==> config.mk <==
export PLATFORM = sky130hd
export DESIGN_NAME = seg_display_mux
export DESIGN_NICKNAME = d
export VERILOG_FILES = /design/src/rtl/seg_display_mux.sv
export SDC_FILE = /design/constraint.sdc
export NUM_CORES = 1
export LEC_CHECK = 0
export BUFFER_PORTS_ARGS = -buffer_cell sky130_fd_sc_hd__buf_2
export CORE_MARGIN = 3
export CORE_UTILIZATION = 50
export DETAILED_ROUTE_END_ITERATION = 7
export PLACE_DENSITY = 0.72
export SLEW_MARGIN = 20
export SYNTH_ARGS = -nofsm -noshare
export SYNTH_HDL_FRONTEND = slang
export SYNTH_SLANG_ARGS = --single-unit
==> constraint.sdc <==
create_clock -name clk_i -period 3.1 [get_ports clk_i]
set_clock_uncertainty 0.2 [all_clocks]
set_input_delay 0.31 -clock clk_i [delete_from_list [all_inputs] [get_ports clk_i]]
set_output_delay 0.31 -clock clk_i [all_outputs]
set_load 0.02 [all_outputs]
==> src/rtl/seg_display_mux.sv <==
// Paged, time-multiplexed hex display of a wide value with HALT blink and an ERROR flag view.
// Build option: define SEG_PAGE_DP_EN to light the dp of the digit whose index equals the page.
module seg_display_mux #(
  parameter int unsigned DATA_WIDTH   = 64,
  parameter int unsigned NUM_DIGITS   = 8,
  parameter int unsigned SCAN_DIV     = 1000,
  parameter int unsigned PAGE_FRAMES  = 256,
  parameter int unsigned BLINK_FRAMES = 128,
  localparam int unsigned NUM_PAGES   = (DATA_WIDTH + 4 * NUM_DIGITS - 1) / (4 * NUM_DIGITS),
  localparam int unsigned PAGE_W      = (NUM_PAGES > 1) ? $clog2(NUM_PAGES) : 1
) (
  input  logic                  clk_i,
  input  logic                  rst_ni,
  input  logic [DATA_WIDTH-1:0] pc_i,
  input  logic [2:0]            nstate_i,
  input  logic [3:0]            interrupts_i,
  output logic [7:0]            seg_o,
  output logic [NUM_DIGITS-1:0] an_o,
  output logic [PAGE_W-1:0]     page_o
);

  localparam int unsigned PRE_W    = $clog2(SCAN_DIV);
  localparam int unsigned DIG_W    = (NUM_DIGITS > 1) ? $clog2(NUM_DIGITS) : 1;
  localparam int unsigned FRM_W    = (PAGE_FRAMES > 1) ? $clog2(PAGE_FRAMES) : 1;
  localparam int unsigned BLK_W    = (BLINK_FRAMES > 1) ? $clog2(BLINK_FRAMES) : 1;
  localparam int unsigned NIB_TOT  = NUM_PAGES * NUM_DIGITS;
  localparam int unsigned NIB_W    = $clog2(NIB_TOT) + 1;
  localparam int unsigned PAD_W    = NIB_TOT * 4;
  localparam int unsigned NUM_NIBS = DATA_WIDTH / 4;

  typedef enum logic [1:0] {
    ST_NORMAL = 2'd0,
    ST_HALT   = 2'd1,
    ST_ERROR  = 2'd2
  } disp_st_e;

  logic [PRE_W-1:0]      r_presc;
  logic [DIG_W-1:0]      r_digit;
  logic [FRM_W-1:0]      r_frame;
  logic [PAGE_W-1:0]     r_page;
  logic [BLK_W-1:0]      r_blink_cnt;
  logic                  r_blink_odd;
  logic [DATA_WIDTH-1:0] r_snap_pc;
  logic [3:0]            r_snap_irq;
  disp_st_e              r_snap_st;

  disp_st_e              w_new_st;
  logic                  w_tick;
  logic                  w_frame_end;
  logic [NIB_W-1:0]      w_nib_idx;
  logic [PAD_W-1:0]      w_pc_pad;
  logic [3:0]            w_nibble;
  logic [4:0]            w_digit_ext;
  logic [7:0]            w_seg;

  function automatic logic [7:0] hex_pat(input logic [3:0] n);
    logic [7:0] p;
    case (n)
      4'h0: p = 8'hFC;  4'h1: p = 8'h60;  4'h2: p = 8'hDA;  4'h3: p = 8'hF2;
      4'h4: p = 8'h66;  4'h5: p = 8'hB6;  4'h6: p = 8'hBE;  4'h7: p = 8'hE0;
      4'h8: p = 8'hFE;  4'h9: p = 8'hF6;  4'hA: p = 8'hEE;  4'hB: p = 8'h3E;
      4'hC: p = 8'h9C;  4'hD: p = 8'h7A;  4'hE: p = 8'h9E;  default: p = 8'h8E;
    endcase
    return p;
  endfunction

  always_comb begin
    w_new_st = ST_ERROR;
    if (nstate_i == 3'd1) begin
      w_new_st = ST_NORMAL;
    end else if (nstate_i == 3'd2) begin
      w_new_st = ST_HALT;
    end
  end

  assign w_tick      = (r_presc == PRE_W'(SCAN_DIV - 1));
  assign w_frame_end = w_tick && (r_digit == DIG_W'(NUM_DIGITS - 1));

  // Prescaler and digit scan index
  always_ff @(posedge clk_i or negedge rst_ni) begin
    if (!rst_ni) begin
      r_presc <= '0;
      r_digit <= '0;
    end else if (w_tick) begin
      r_presc <= '0;
      r_digit <= (r_digit == DIG_W'(NUM_DIGITS - 1)) ? '0 : r_digit + DIG_W'(1);
    end else begin
      r_presc <= r_presc + PRE_W'(1);
    end
  end

  // Frame-boundary snapshot, page sequencing and blink phase
  always_ff @(posedge clk_i or negedge rst_ni) begin
    if (!rst_ni) begin
      r_snap_pc   <= '0;
      r_snap_irq  <= '0;
      r_snap_st   <= ST_ERROR;
      r_frame     <= '0;
      r_page      <= '0;
      r_blink_cnt <= '0;
      r_blink_odd <= 1'b0;
    end else if (w_frame_end) begin
      r_snap_pc  <= pc_i;
      r_snap_irq <= interrupts_i;
      r_snap_st  <= w_new_st;
      if ((w_new_st != r_snap_st) || (w_new_st == ST_ERROR)) begin
        r_frame <= '0;
        r_page  <= '0;
      end else if (r_frame == FRM_W'(PAGE_FRAMES - 1)) begin
        r_frame <= '0;
        r_page  <= (r_page == PAGE_W'(NUM_PAGES - 1)) ? '0 : r_page + PAGE_W'(1);
      end else begin
        r_frame <= r_frame + FRM_W'(1);
      end
      if ((w_new_st != ST_HALT) || (r_snap_st != ST_HALT)) begin
        r_blink_cnt <= '0;
        r_blink_odd <= 1'b0;
      end else if (r_blink_cnt == BLK_W'(BLINK_FRAMES - 1)) begin
        r_blink_cnt <= '0;
        r_blink_odd <= ~r_blink_odd;
      end else begin
        r_blink_cnt <= r_blink_cnt + BLK_W'(1);
      end
    end
  end

  assign w_nib_idx   = NIB_W'(r_page) * NIB_W'(NUM_DIGITS) + NIB_W'(r_digit);
  assign w_pc_pad    = PAD_W'(r_snap_pc);
  assign w_nibble    = 4'(w_pc_pad >> {w_nib_idx, 2'b00});
  assign w_digit_ext = 5'(r_digit);

  // Pattern for the digit about to be shown
  always_comb begin
    w_seg = 8'hFF;
    if (r_snap_st == ST_ERROR) begin
      if ((w_digit_ext < 5'd4) && r_snap_irq[w_digit_ext[1:0]]) begin
        w_seg = 8'h6D;
      end
    end else if (!((r_snap_st == ST_HALT) && r_blink_odd)) begin
      if (w_nib_idx < NIB_W'(NUM_NIBS)) begin
        w_seg = ~hex_pat(w_nibble);
      end
`ifdef SEG_PAGE_DP_EN
      if (32'(r_digit) == 32'(r_page)) begin
        w_seg[0] = 1'b0;
      end
`else
`endif
    end
  end

  always_ff @(posedge clk_i or negedge rst_ni) begin
    if (!rst_ni) begin
      seg_o <= 8'hFF;
      an_o  <= '1;
    end else if (w_tick) begin
      seg_o <= w_seg;
      an_o  <= ~(NUM_DIGITS'(1) << r_digit);
    end
  end

  assign page_o = r_page;

endmodule

==> run metrics <==
DR vias/cell=5.28; Ant. Diodes=0; Reg power frac=43.1%; #FFs+latches synth=115; highest clock rate=353 MHz; sequential fraction of the synthesis area=51.9%; post-layout min period=2.83 ns; DP Wirelength=8.98 mm; H-tree depth=4; Async S/R FF share, synth=100%; post-synth top area cell=dfrtp_1; Starting Density=52.6%; core area=10600 sq um; Sw Pwr=731 uW; CP arrival=3.07 ns; Area Growth Syn to Fin=33.3%; largest net degree at the start of global routing=39; Pint=2770 uW; Logic pwr share=5.3%; Clock power frac=51.6%; fin nets=838; Slew HR=61.5%; IO buf count=88; Max Slew Vio Count=0; clock transition at the registers of the reported paths=0.06 ns; clk sinks=115; Max-cap violations=0; main area contributors after synthesis=dfrtp_1, nand2_1, dfstp_2, mux4_2, ha_1; Skew-Pair Late Insertion Delay=0.52 ns; Layout Utilization=70.2%; result of the run=complete, no violations; first-pass GRT wire length=23.1 mm; Setup WS post-layout=0.265 ns; GPL Wtd Cong=0.866; top cells by count, synth=nand2_1, dfrtp_1, nor2_1, o21ai_0; worst-case clock buffer depth=2; final wirelength=13.8 mm; Final ANT Viol Nets=0; post-synthesis average cell area=9.51 sq um; vias in the first global route=4914; worst-margin pin slew=0.573 ns; Root Buffer Master=clkbuf_8; PwrDens=470 nW/um^2; via count=4743; total overflow reported by the global router=0; EDFF count, synth=0; WL per Instance=15.4 um; number of setup buffers added after CTS=0; # DRC=0; CTS tree=built; die width=112 um; setup_tns=0 ns; Post-Synthesis Cells=587; initial antenna violation count=0; Sw Share=20.9%; die height=112 um; Worst Hold Slack=0.0957 ns; Synth cell types=49; synth warn=0; crit path launch type=flip-flop; Starting DRT DRC Count=320; top_reg_cell synth=dfrtp_1; proportion of layout cells with a drive suffix above 1=22.3%; CP Capture Type=flip-flop; all-layer global routing usage=23.2%; Pre-Repair DR Iteration Count=5; critical path startpoint=r_digit[0]$_DFFE_PN0N_; Final Hold Viols=0; Mapped Area=5580 sq um; syn_nets=675; Peak VDD IR=520 uV; Rows=37; Crit Path Class=flip-flop to flip-flop; post-synth top area share=44.4%; RSZ-0062 raised after global routing=no; fin crit share=91.4%; most common cell in the netlist=nand2_1; Max FO, Critical Path=9; CTS buffer count=17; final setup violating endpoints=0; Critical Path RT=3.34 ns; Pleak=0.00340 uW; worst slack at placement=0.263 ns; Worst Hold Class=input pin to asynchronous set/reset pin; Reg2Reg Launch Point=r_digit[0]$_DFFE_PN0N_; I/O pin count=90; Die ar.=12500 sq um
## per-layer routing
layer	vias to the layer above	share of wire [%]	wire [um]	GRT usage, %
li1	2294	-	-	-
met1	2272	42	5780	28.5
met2	141	51	6970	39.2
met3	36	4.6	641	5.49
met4	0	2.9	401	9.98
met5	-	0	0	0
## layout make-up
| type | count | area [sq um] |
|---|---|---|
| inverter | 8 | 30.0 |
| clock buffer | 21 | 439 |
| fill | 792 | 3160 |
| sequential | 115 | 2900 |
| clock inverter | 10 | 110 |
| tap | 136 | 170 |
| timing repair buffer | 172 | 1270 |
| multi-input combinational | 436 | 2520 |
## placed cells by master (no fill, tap or decap), types with 11 or more instances in the layout
cell and n:
o21ai_0 24, dfrtp_1 98, dlygate4sd3_1 73, dfstp_2 16, nand3_1 13, buf_4 11
a31oi_1 12, clkbuf_16 16, nor2_1 30, ha_1 15, buf_2 87, nand2_1 237
## metrics by stage
| stage | cells | total power [uW] | cell area, sq um |
|---|---|---|---|
| global route | 898 | 3610 | 7440 |
| finish | 898 | 3500 | 7440 |
| global placement | 794 | 1640 | 6160 |
| CTS | 898 | 3510 | 7440 |
| detailed placement | 794 | 1640 | 6160 |
| floorplan | 587 | 1560 | 5580 |
## cells by family (layout without fill, tap and decap cells)
family / after synthesis / after routing / share of synthesized area [%]
simple gates: 319 / 319 / 24.0
other cells: 1 / 1 / 0.0672
flops: 115 / 115 / 51.9
xor+xnor: 10 / 10 / 1.57
compound gates: 60 / 60 / 6.50
buf+inv: 36 / 211 / 3.07
mux: 31 / 31 / 9.46
fa+ha+maj: 15 / 15 / 3.36
## worst max-delay path, stage by stage, from the launching register on
cell	delay (ns)
dfrtp_1	0.40
buf_4	0.22
mux4_2	0.52
a22oi_1	0.19
nand3_1	0.22
inv_1	0.17
ha_1	0.28
mux2i_1	0.12
mux2_2	0.28
a21oi_1	0.15
## sequential cells by signal, summed over array words and instances, names as in the netlist
name	flops
r_snap_st	2
r_blink_odd	1
r_blink_cnt	7
seg_o	7
r_digit	3
r_frame	8
r_snap_irq	4
r_presc	10
page_o	1
an_o	8
r_snap_pc	64
## power by group through the flow
| stage | Sequential, uW | Combinational (uW) | Clock [uW] |
|---|---|---|---|
| 2_1_floorplan | 1530 | 29.6 | 0 |
| 3_3_place_gp | 1530 | 109 | 0 |
| 3_5_place_dp | 1530 | 113 | 0 |
| 6_report | 1510 | 186 | 1800 |
| 5_1_grt | 1510 | 205 | 1900 |
| 4_1_cts | 1510 | 183 | 1820 |
## repair_timing
action | CTS | global route
endpoints found under the hold margin | 108 | 0
hold buffers | 73 | 0
setup endpoints to repair | 0 | 1
gates resized for setup | 0 | 1
## path summary, 6_finish.rpt
| check | depth (start not counted) | end | slack [ns] |
|---|---|---|---|
| max | 9 | seg_o[7]$_DFFE_PN1N_ | 0.27 |
| min | 2 | r_presc[4]$_DFF_PN0_ | 0.1 |
| max reg2reg | 9 | seg_o[7]$_DFFE_PN1N_ | 0.27 |
| min reg2reg | 2 | r_snap_pc[39]$_DFFE_PN0P_ | 0.27 |
| max in group asynchronous | 3 | r_snap_pc[36]$_DFFE_PN0P_ | 1.83 |
| min in group clk_i | 2 | r_snap_pc[39]$_DFFE_PN0P_ | 0.27 |
No activity file was read; power rests on OpenSTA's default activity.
